### src/rtl/mm_ctrl_pkg.sv
// Shared opcodes, response bytes and FSM state type for the UART
// matrix-multiply command sequencer.
package mm_ctrl_pkg;

  localparam logic [7:0] CMD_MATRIX_MULT = 8'h4D;
  localparam logic [7:0] ACK             = 8'h06;
  localparam logic [7:0] NACK            = 8'h15;

  typedef enum logic [3:0] {
    IDLE,
    DIM,
    CHECK,
    SEND_ACK,
    SEND_NACK,
    LOAD_A,
    LOAD_H,
    START,
    COMPUTE,
    RD,
    RD_CAP,
    TX_BYTE,
    TX_WAIT
  } state_t;

  function automatic logic dim_ok(
    input logic [7:0] d,
    input int         max
  );
    return (d != 8'd0) && (int'(d) <= max);
  endfunction

endpackage

### src/rtl/uart_mm_ctrl_if.sv
// Bundle of UART byte, operand buffer, product buffer and multiplier
// control signals seen by the command sequencer.
interface uart_mm_ctrl_if #(
  parameter int AW = 6
);
  logic          rx_done;
  logic [7:0]    rx_data;
  logic          tx_done;
  logic          send_data;
  logic [7:0]    tx_data;
  logic          wr_en;
  logic          wr_sel;
  logic [AW-1:0] wr_addr;
  logic [31:0]   wr_data;
  logic [7:0]    a_height;
  logic [7:0]    a_width;
  logic [7:0]    h_width;
  logic          mm_start;
  logic          mm_done;
  logic          rd_en;
  logic [AW-1:0] rd_addr;
  logic [31:0]   rd_data;
  logic          busy;
  logic          err;

  modport master (
    input  rx_done, rx_data, tx_done, mm_done, rd_data,
    output send_data, tx_data, wr_en, wr_sel, wr_addr,
    output wr_data, a_height, a_width, h_width,
    output mm_start, rd_en, rd_addr, busy, err
  );

  modport slave (
    output rx_done, rx_data, tx_done, mm_done, rd_data,
    input  send_data, tx_data, wr_en, wr_sel, wr_addr,
    input  wr_data, a_height, a_width, h_width,
    input  mm_start, rd_en, rd_addr, busy, err
  );
endinterface

### src/rtl/byte_word_packer.sv
// Shifts received bytes MSB first into a 32-bit word and pulses
// o_valid the cycle after the fourth byte.
module byte_word_packer (
  input  logic        clk,
  input  logic        rst,
  input  logic        i_clr,
  input  logic        i_valid,
  input  logic [7:0]  i_byte,
  output logic [31:0] o_word,
  output logic        o_valid
);
  logic [1:0]  r_cnt;
  logic [31:0] r_word;
  logic        r_valid;

  always_ff @(posedge clk or posedge rst) begin
    if (rst) begin
      r_cnt   <= '0;
      r_word  <= '0;
      r_valid <= 1'b0;
    end else begin
      r_valid <= 1'b0;
      if (i_clr) begin
        r_cnt <= '0;
      end else if (i_valid) begin
        r_word  <= {r_word[23:0], i_byte};
        r_cnt   <= r_cnt + 2'd1;
        r_valid <= (r_cnt == 2'd3);
      end
    end
  end

  assign o_word  = r_word;
  assign o_valid = r_valid;
endmodule

### src/rtl/uart_mm_ctrl.sv
// Parses host matrix-multiply packets, loads operand buffers, runs the
// multiplier and streams the product back one byte at a time.
module uart_mm_ctrl
  import mm_ctrl_pkg::*;
#(
  parameter int MAX_DIM     = 8,
  parameter int AW          = 6,
  parameter int TIMEOUT_CYC = 1000000
) (
  input logic            clk,
  input logic            rst,
  uart_mm_ctrl_if.master bus
);
  localparam int TW = $clog2(TIMEOUT_CYC + 1);
  localparam logic [TW-1:0] T_LAST = TW'(TIMEOUT_CYC - 1);

  state_t        r_state;
  logic [7:0]    r_ah, r_aw, r_hh, r_hw;
  logic [1:0]    r_dim_cnt;
  logic [1:0]    r_byte_cnt;
  logic [15:0]   r_word_cnt;
  logic [AW-1:0] r_wr_addr;
  logic [AW-1:0] r_rd_addr;
  logic [TW-1:0] r_idle;
  logic [31:0]   r_shift;
  logic [7:0]    r_tx_data;
  logic          r_send;
  logic          r_wr_sel;
  logic          r_mm_start;
  logic          r_rd_en;
  logic          r_err;

  logic          w_load;
  logic          w_track;
  logic          w_timed;
  logic          w_ok;
  logic          w_word_valid;
  logic [31:0]   w_word;
  logic [15:0]   w_na, w_nh, w_nc;
  logic [15:0]   w_wcnt_nx;

  assign w_load  = (r_state == LOAD_A) || (r_state == LOAD_H);
  assign w_track = w_load || (r_state == DIM);
  // an arriving byte takes priority over the idle terminal count
  assign w_timed = w_track && !bus.rx_done && (r_idle == T_LAST);

  assign w_ok = dim_ok(r_ah, MAX_DIM) && dim_ok(r_aw, MAX_DIM) &&
                dim_ok(r_hh, MAX_DIM) && dim_ok(r_hw, MAX_DIM) &&
                (r_aw == r_hh);

  assign w_na      = {8'd0, r_ah} * {8'd0, r_aw};
  assign w_nh      = {8'd0, r_aw} * {8'd0, r_hw};
  assign w_nc      = {8'd0, r_ah} * {8'd0, r_hw};
  assign w_wcnt_nx = r_word_cnt + 16'd1;

  byte_word_packer u_pack (
    .clk     (clk),
    .rst     (rst),
    .i_clr   (!w_load),
    .i_valid (w_load && bus.rx_done),
    .i_byte  (bus.rx_data),
    .o_word  (w_word),
    .o_valid (w_word_valid)
  );

  always_ff @(posedge clk or posedge rst) begin
    if (rst) begin
      r_state    <= IDLE;
      r_ah       <= '0;
      r_aw       <= '0;
      r_hh       <= '0;
      r_hw       <= '0;
      r_dim_cnt  <= '0;
      r_byte_cnt <= '0;
      r_word_cnt <= '0;
      r_wr_addr  <= '0;
      r_rd_addr  <= '0;
      r_idle     <= '0;
      r_shift    <= '0;
      r_tx_data  <= '0;
      r_send     <= 1'b0;
      r_wr_sel   <= 1'b0;
      r_mm_start <= 1'b0;
      r_rd_en    <= 1'b0;
      r_err      <= 1'b0;
    end else begin
      r_send     <= 1'b0;
      r_mm_start <= 1'b0;
      r_rd_en    <= 1'b0;
      if (w_timed) begin
        r_err   <= 1'b1;
        r_idle  <= '0;
        r_state <= IDLE;
      end else begin
        r_idle <= (w_track && !bus.rx_done) ? r_idle + TW'(1) : '0;
        unique case (r_state)
          IDLE: begin
            if (bus.rx_done && bus.rx_data == CMD_MATRIX_MULT) begin
              r_err     <= 1'b0;
              r_dim_cnt <= '0;
              r_state   <= DIM;
            end
          end
          DIM: begin
            if (bus.rx_done) begin
              unique case (r_dim_cnt)
                2'd0: r_ah <= bus.rx_data;
                2'd1: r_aw <= bus.rx_data;
                2'd2: r_hh <= bus.rx_data;
                2'd3: r_hw <= bus.rx_data;
              endcase
              r_dim_cnt <= r_dim_cnt + 2'd1;
              if (r_dim_cnt == 2'd3) r_state <= CHECK;
            end
          end
          CHECK: begin
            r_send <= 1'b1;
            if (w_ok) begin
              r_tx_data <= ACK;
              r_state   <= SEND_ACK;
            end else begin
              r_tx_data <= NACK;
              r_err     <= 1'b1;
              r_state   <= SEND_NACK;
            end
          end
          SEND_ACK: begin
            if (bus.tx_done) begin
              r_wr_addr  <= '0;
              r_word_cnt <= '0;
              r_wr_sel   <= 1'b0;
              r_state    <= LOAD_A;
            end
          end
          SEND_NACK: begin
            if (bus.tx_done) r_state <= IDLE;
          end
          LOAD_A: begin
            if (w_word_valid) begin
              if (w_wcnt_nx == w_na) begin
                r_wr_addr  <= '0;
                r_word_cnt <= '0;
                r_wr_sel   <= 1'b1;
                r_state    <= LOAD_H;
              end else begin
                r_wr_addr  <= r_wr_addr + AW'(1);
                r_word_cnt <= w_wcnt_nx;
              end
            end
          end
          LOAD_H: begin
            if (w_word_valid) begin
              r_wr_addr <= r_wr_addr + AW'(1);
              if (w_wcnt_nx == w_nh) begin
                r_word_cnt <= '0;
                r_mm_start <= 1'b1;
                r_state    <= START;
              end else begin
                r_word_cnt <= w_wcnt_nx;
              end
            end
          end
          START: begin
            r_rd_addr <= '0;
            r_state   <= COMPUTE;
          end
          COMPUTE: begin
            if (bus.mm_done) begin
              r_rd_en <= 1'b1;
              r_state <= RD;
            end
          end
          RD: r_state <= RD_CAP;
          RD_CAP: begin
            r_shift    <= bus.rd_data;
            r_byte_cnt <= '0;
            r_state    <= TX_BYTE;
          end
          TX_BYTE: begin
            r_tx_data <= r_shift[31:24];
            r_shift   <= {r_shift[23:0], 8'h00};
            r_send    <= 1'b1;
            r_state   <= TX_WAIT;
          end
          TX_WAIT: begin
            if (bus.tx_done) begin
              if (r_byte_cnt == 2'd3) begin
                if (w_wcnt_nx == w_nc) begin
                  r_word_cnt <= '0;
                  r_state    <= IDLE;
                end else begin
                  r_word_cnt <= w_wcnt_nx;
                  r_rd_addr  <= r_rd_addr + AW'(1);
                  r_rd_en    <= 1'b1;
                  r_state    <= RD;
                end
              end else begin
                r_byte_cnt <= r_byte_cnt + 2'd1;
                r_state    <= TX_BYTE;
              end
            end
          end
          default: r_state <= IDLE;
        endcase
      end
    end
  end

  assign bus.send_data = r_send;
  assign bus.tx_data   = r_tx_data;
  assign bus.wr_en     = w_word_valid;
  assign bus.wr_sel    = r_wr_sel;
  assign bus.wr_addr   = r_wr_addr;
  assign bus.wr_data   = w_word;
  assign bus.a_height  = r_ah;
  assign bus.a_width   = r_aw;
  assign bus.h_width   = r_hw;
  assign bus.mm_start  = r_mm_start;
  assign bus.rd_en     = r_rd_en;
  assign bus.rd_addr   = r_rd_addr;
  assign bus.busy      = (r_state != IDLE);
  assign bus.err       = r_err;
endmodule

### src/flat_wrapper.sv
// flat-port wrapper written by rule: the top's interface ports become plain ports
module uart_mm_ctrl_flat import mm_ctrl_pkg::*;
#(
  parameter int MAX_DIM     = 8,
  parameter int AW          = 6,
  parameter int TIMEOUT_CYC = 1000000
)
  (clk, rst, bus_rx_done, bus_rx_data, bus_tx_done, bus_mm_done, bus_rd_data, bus_send_data, bus_tx_data, bus_wr_en, bus_wr_sel, bus_wr_addr, bus_wr_data, bus_a_height, bus_a_width, bus_h_width, bus_mm_start, bus_rd_en, bus_rd_addr, bus_busy, bus_err);
  uart_mm_ctrl_if #(.AW(AW)) bus_i ();
  input logic clk;
  input logic rst;
  input wire logic [$bits(bus_i.rx_done)-1:0] bus_rx_done;
  input wire logic [$bits(bus_i.rx_data)-1:0] bus_rx_data;
  input wire logic [$bits(bus_i.tx_done)-1:0] bus_tx_done;
  input wire logic [$bits(bus_i.mm_done)-1:0] bus_mm_done;
  input wire logic [$bits(bus_i.rd_data)-1:0] bus_rd_data;
  output wire logic [$bits(bus_i.send_data)-1:0] bus_send_data;
  output wire logic [$bits(bus_i.tx_data)-1:0] bus_tx_data;
  output wire logic [$bits(bus_i.wr_en)-1:0] bus_wr_en;
  output wire logic [$bits(bus_i.wr_sel)-1:0] bus_wr_sel;
  output wire logic [$bits(bus_i.wr_addr)-1:0] bus_wr_addr;
  output wire logic [$bits(bus_i.wr_data)-1:0] bus_wr_data;
  output wire logic [$bits(bus_i.a_height)-1:0] bus_a_height;
  output wire logic [$bits(bus_i.a_width)-1:0] bus_a_width;
  output wire logic [$bits(bus_i.h_width)-1:0] bus_h_width;
  output wire logic [$bits(bus_i.mm_start)-1:0] bus_mm_start;
  output wire logic [$bits(bus_i.rd_en)-1:0] bus_rd_en;
  output wire logic [$bits(bus_i.rd_addr)-1:0] bus_rd_addr;
  output wire logic [$bits(bus_i.busy)-1:0] bus_busy;
  output wire logic [$bits(bus_i.err)-1:0] bus_err;
  assign bus_i.rx_done = bus_rx_done;
  assign bus_i.rx_data = bus_rx_data;
  assign bus_i.tx_done = bus_tx_done;
  assign bus_i.mm_done = bus_mm_done;
  assign bus_i.rd_data = bus_rd_data;
  assign bus_send_data = bus_i.send_data;
  assign bus_tx_data = bus_i.tx_data;
  assign bus_wr_en = bus_i.wr_en;
  assign bus_wr_sel = bus_i.wr_sel;
  assign bus_wr_addr = bus_i.wr_addr;
  assign bus_wr_data = bus_i.wr_data;
  assign bus_a_height = bus_i.a_height;
  assign bus_a_width = bus_i.a_width;
  assign bus_h_width = bus_i.h_width;
  assign bus_mm_start = bus_i.mm_start;
  assign bus_rd_en = bus_i.rd_en;
  assign bus_rd_addr = bus_i.rd_addr;
  assign bus_busy = bus_i.busy;
  assign bus_err = bus_i.err;
  uart_mm_ctrl #(.MAX_DIM(MAX_DIM), .AW(AW), .TIMEOUT_CYC(TIMEOUT_CYC)) u_core (.clk(clk), .rst(rst), .bus(bus_i));
endmodule
### config.mk
export PLATFORM = sky130hd
export DESIGN_NAME = uart_mm_ctrl_flat
export DESIGN_NICKNAME = d
export VERILOG_FILES = /design/src/rtl/mm_ctrl_pkg.sv /design/src/rtl/uart_mm_ctrl_if.sv /design/src/rtl/byte_word_packer.sv /design/src/rtl/uart_mm_ctrl.sv /design/src/flat_wrapper.sv
export SDC_FILE = /design/constraint.sdc
export NUM_CORES = 1
export LEC_CHECK = 0
export CAP_MARGIN = 40
export CORE_ASPECT_RATIO = 0.75
export CORE_MARGIN = 5
export CORE_UTILIZATION = 30
export DETAILED_ROUTE_END_ITERATION = 12
export PLACE_DENSITY = 0.47
export RECOVER_POWER = 25
export SYNTH_ARGS = -nofsm -noshare
export SYNTH_HDL_FRONTEND = slang
export SYNTH_SLANG_ARGS = --single-unit
export TNS_END_PERCENT = 10
### constraint.sdc
create_clock -name clk -period 6.9 [get_ports clk]
set_input_delay 1.725 -clock clk [delete_from_list [all_inputs] [get_ports clk]]
set_output_delay 1.725 -clock clk [all_outputs]
set_load 0.005 [all_outputs]
==> impl_metrics.csv <==
group,metric,value,unit
synthesis,synth-edff-count,0,
worst_setup_path,critical_path_required,7.18,ns
pwr,fin_total_pwr,7.295,mW
synthesis,synth.yosys.warnings,0,
placement,postPlaceCellArea,17110,um2
sta,clock_skew,0.01969,ns
finish,area.growth.synth_to_final,18.42,%
detailed_routing,remaining_drc_errors,0,
sta,finalMaxSlewViolations,150,
synthesis,seq_area_frac_synth,28.16,%
floorplanning,num_io_pins,128,
finish,design.final.nets,1957,
detailed_routing,drt-total-wl,42470,um
synthesis,netlist_instances,1574,
worst_setup_path,worstPathArrival,6.66,ns
placement,dp_cells,2315,
floorplanning,fp.dieArea,54370,um2
synthesis,postSynthNetCount,1845,
floorplanning,die-height,203.2,um
finish,diode_insertion_count_for_antenna_repair,0,
floorplanning,core_region_area,48960,um2
placement,detailed_place_hpwl,33010,um
sta,period_minus_slack,6.384,ns
clock_network,post-cts-setup-buffers,0,
synthesis,synth_seq_cells,168,
placement,gp_routability_congestion,0.8171,
clock_network,max_clock_buf_depth,2,
synthesis,ys_dominant_reg_cell,"sky130_fd_sc_hd__dfrtp_1",
global_route,overflow,0,
global_route,gr-usage-met2,24.00,%
worst_setup_path,type_of_element_capturing_the_critical_path,"flop",
sta,hold_viol_final,0,
synthesis,synth.lib_cells_used.distinct,84,
sta,grt_setup_unrepaired,"false",
pwr,p_leak,8.142,nW
clock_network,clock_latency_on_the_worst_skew_pair,0.45,ns
global_route,track_usage,15.81,%
worst_setup_path,startpoint_type,"flop",
run_status,failed_checks,"capacitance limit, slew limit",
sta,max_clock_freq,0.1566,GHz
finish,num-fill-cells,4928,
clock_network,cts_sinks,168,
global_route,pin_count_of_the_biggest_net_entering_global_routing,85,
pwr,powerDensity,412.7,nW/um2
clock_network,clock-root-buffer,"sky130_fd_sc_hd__clkbuf_16",
pwr,worst_case_vdd_ir_drop,0.2781,mV
finish,layout.cells.most_common,"sky130_fd_sc_hd__nand2_1",
sta,min_period_over_period,92.52,%
clock_network,post_cts_hold_buffer_count,0,
global_route,grtUsageMet1,24.17,%
clock_network,cts-htree-levels,4,
run,maxCapViolCount,2,
floorplanning,floorplan.rows,70,
run_status,status,"finished, violations left",
sta,report.final.setup_viol,0,
global_route,grt_use_met3,2.509,%
detailed_routing,detailroute.via_count,11280,
synthesis,synthesis.area,14930,um2
clock_network,cts_tree,"yes",
placement,buffer_ports.inserted,127,
detailed_routing,initialDrtViolationCount,683,
global_route,grt_first_pass_wirelength,68050,um
floorplanning,die_width,267.6,um
worst_setup_path,critical_path.max_fanout,19,
sta,setup_tns,0,ns
global_route,vias_in_the_first_global_route,11780,
detailed_routing,number_of_vias_per_cell,4.807,
finish,final_cells,2347,
finish,finish.instance_area,17680,um2
detailed_routing,routedWlPerCell,18.10,um
min_path,hold_class,"reg2reg",
global_route,top_usage_layer,"met1",
detailed_routing,detailedRoute.firstPassIterationCount,5,
finish,mostFrequentLayoutCells,"sky130_fd_sc_hd__nand2_1, sky130_fd_sc_hd__inv_1, sky130_fd_sc_hd__dfrtp_1, sky130_fd_sc_hd__clkdlybuf4s50_1, sky130_fd_sc_hd__ha_1",
clock_network,clkTransAtPathRegs,0.08,ns
worst_setup_path,worst-setup-path-type,"reg2reg",
synthesis,avgSynthCellArea,9.484,um2
floorplanning,floorplan.initialDensity,30.49,%
clock_network,cts_inserted_buffers,17,
finish,layout_cell_share_with_drive_strength_beyond_1,9.829,%
sta,worst_max_slew_margin_expressed_relative_to_the_limit,-155.8,%
global_route,grt_antenna_before_repair,0,
synthesis,synth_async_sr_flop_share,100.0,%
detailed_routing,ant_nets,0,
clock_network,post_cts_resized,0,
sta,tightestPinTransition,3.816,ns
[final timing paths]
path,from,end,slack [ns],cells past startpoint
setup reg to reg,u_core.bus.a_width[4],u_core.r_word_cnt[9],0.52,18
max in group asynchronous,rst,u_core.r_word_cnt[6],2.19,3
hold / removal,u_core.bus.tx_data[0],u_core.bus.tx_data[0],0.47,2
setup / recovery,u_core.bus.a_width[4],u_core.r_word_cnt[9],0.52,18
min in group asynchronous,rst,u_core.u_pack.o_word[26],2.86,2
hold reg to reg,u_core.bus.tx_data[0],u_core.bus.tx_data[0],0.47,2
[worst max-delay path: stages, from the launching register on]
cell and delay, ns:
sky130_fd_sc_hd__dfrtp_1 0.86, sky130_fd_sc_hd__nand2_1 0.17, sky130_fd_sc_hd__fa_1 0.59, sky130_fd_sc_hd__fa_1 0.44, sky130_fd_sc_hd__fa_1 0.54, sky130_fd_sc_hd__inv_1 0.05, sky130_fd_sc_hd__fa_1 0.47, sky130_fd_sc_hd__ha_1 0.42
sky130_fd_sc_hd__a2111oi_0 0.55, sky130_fd_sc_hd__a211oi_1 0.10, sky130_fd_sc_hd__a221oi_1 0.44, sky130_fd_sc_hd__a21oi_1 0.12, sky130_fd_sc_hd__nor2_1 0.15, sky130_fd_sc_hd__xnor2_1 0.16, sky130_fd_sc_hd__nand4_1 0.20, sky130_fd_sc_hd__a22o_1 0.46
sky130_fd_sc_hd__o21ai_2 0.22, sky130_fd_sc_hd__buf_4 0.18, sky130_fd_sc_hd__o21ai_0 0.08
[through the flow]
stage	utilization, %	hold WS (ns)	setup WS [ns]
after floorplan	-	0.4470	0.6283
after global placement	34.66	0.4602	0.5956
after detailed placement	34.96	0.4657	0.5792
after CTS	36.17	0.4828	0.5547
after global routing	36.11	0.4999	0.1299
final	36.11	0.4747	0.5158
[cell type report]
| type | instances | area, um2 | area share, % |
|---|---|---|---|
| Multi-Input combinational cell | 1159 | 9799 | 55.43 |
| Sequential cell | 168 | 4204 | 23.78 |
| Timing Repair Buffer | 165 | 1609 | 9.102 |
| Tap cell | 648 | 810.8 | 4.586 |
| Inverter | 175 | 658.1 | 3.723 |
| Clock buffer | 17 | 425.4 | 2.406 |
| Clock inverter | 15 | 171.4 | 0.9696 |
[power by group]
| group | leakage, nW | internal (mW) | switching [mW] |
|---|---|---|---|
| Clock | 0.285 | 0.489 | 0.487 |
| Combinational | 5.69 | 2.10 | 2.33 |
| Sequential | 2.16 | 1.31 | 0.575 |
[Yosys cell counts (3+ instances only)]
cell	number	area share [%]
sky130_fd_sc_hd__nor3_2	3	0.20
sky130_fd_sc_hd__fa_1	108	14
sky130_fd_sc_hd__o21bai_1	7	0.35
sky130_fd_sc_hd__nor2_1	68	1.7
sky130_fd_sc_hd__nor2b_1	10	0.42
sky130_fd_sc_hd__inv_1	175	4.4
sky130_fd_sc_hd__o31ai_1	6	0.30
sky130_fd_sc_hd__a221oi_1	3	0.18
sky130_fd_sc_hd__mux2i_1	30	2.0
sky130_fd_sc_hd__ha_1	118	9.9
sky130_fd_sc_hd__o21ai_1	8	0.27
sky130_fd_sc_hd__dfrtp_1	168	28
sky130_fd_sc_hd__nand3_1	31	1.0
sky130_fd_sc_hd__a22o_1	8	0.47
sky130_fd_sc_hd__nand2_1	212	5.3
sky130_fd_sc_hd__xnor3_1	5	0.75
sky130_fd_sc_hd__nor3_1	16	0.54
sky130_fd_sc_hd__clkbuf_1	62	1.6
sky130_fd_sc_hd__xor2_1	40	2.3
sky130_fd_sc_hd__nand4_1	13	0.54
sky130_fd_sc_hd__and3_1	16	0.67
sky130_fd_sc_hd__o211ai_1	14	0.70
sky130_fd_sc_hd__o21ai_0	58	1.9
sky130_fd_sc_hd__xnor2_1	65	3.8
sky130_fd_sc_hd__a211oi_1	4	0.20
sky130_fd_sc_hd__buf_2	8	0.27
sky130_fd_sc_hd__o2111ai_1	5	0.29
sky130_fd_sc_hd__and2_1	95	4.0
sky130_fd_sc_hd__o21a_1	4	0.20
sky130_fd_sc_hd__a21oi_1	41	1.4
sky130_fd_sc_hd__or3_1	6	0.25
sky130_fd_sc_hd__nor4_1	11	0.46
sky130_fd_sc_hd__a21o_1	16	0.80
sky130_fd_sc_hd__mux2_2	67	5.1
sky130_fd_sc_hd__nand2b_1	7	0.29
[cells by family (layout without fill, tap and decap cells)]
logic type	after synthesis	after routing	share of synthesized area (%)
AOI/OAI and AO/OA	209	209	9.262
xor gates and xnor gates	114	114	7.451
adders and majority gates	226	226	24.37
buffers and inverters	247	372	6.303
DFF	168	168	28.16
muxes	97	97	7.066
and+or+nand+nor	513	513	17.38
[flip-flops by register name (all words and copies together), names as in the netlist, 4 cells and up]
name and cells:
u_core.r_shift 32, u_core.u_pack.o_word 32, u_core.r_idle 20, u_core.r_word_cnt 16, u_core.bus.a_height 8, u_core.bus.a_width 8, u_core.bus.h_width 8, u_core.bus.tx_data 8
u_core.r_hh 8, u_core.bus.rd_addr 6, u_core.bus.wr_addr 6, u_core.r_state 4
[layer usage]
| metal | share of wire, % | vias to the layer above |
|---|---|---|
| li1 | - | 5460 |
| met2 | 43 | 187 |
| met5 | 0 | - |
| met3 | 3.8 | 24 |
| met4 | 0.90 | 0 |
| met1 | 52 | 5611 |
(Power assumes the default switching activity.)
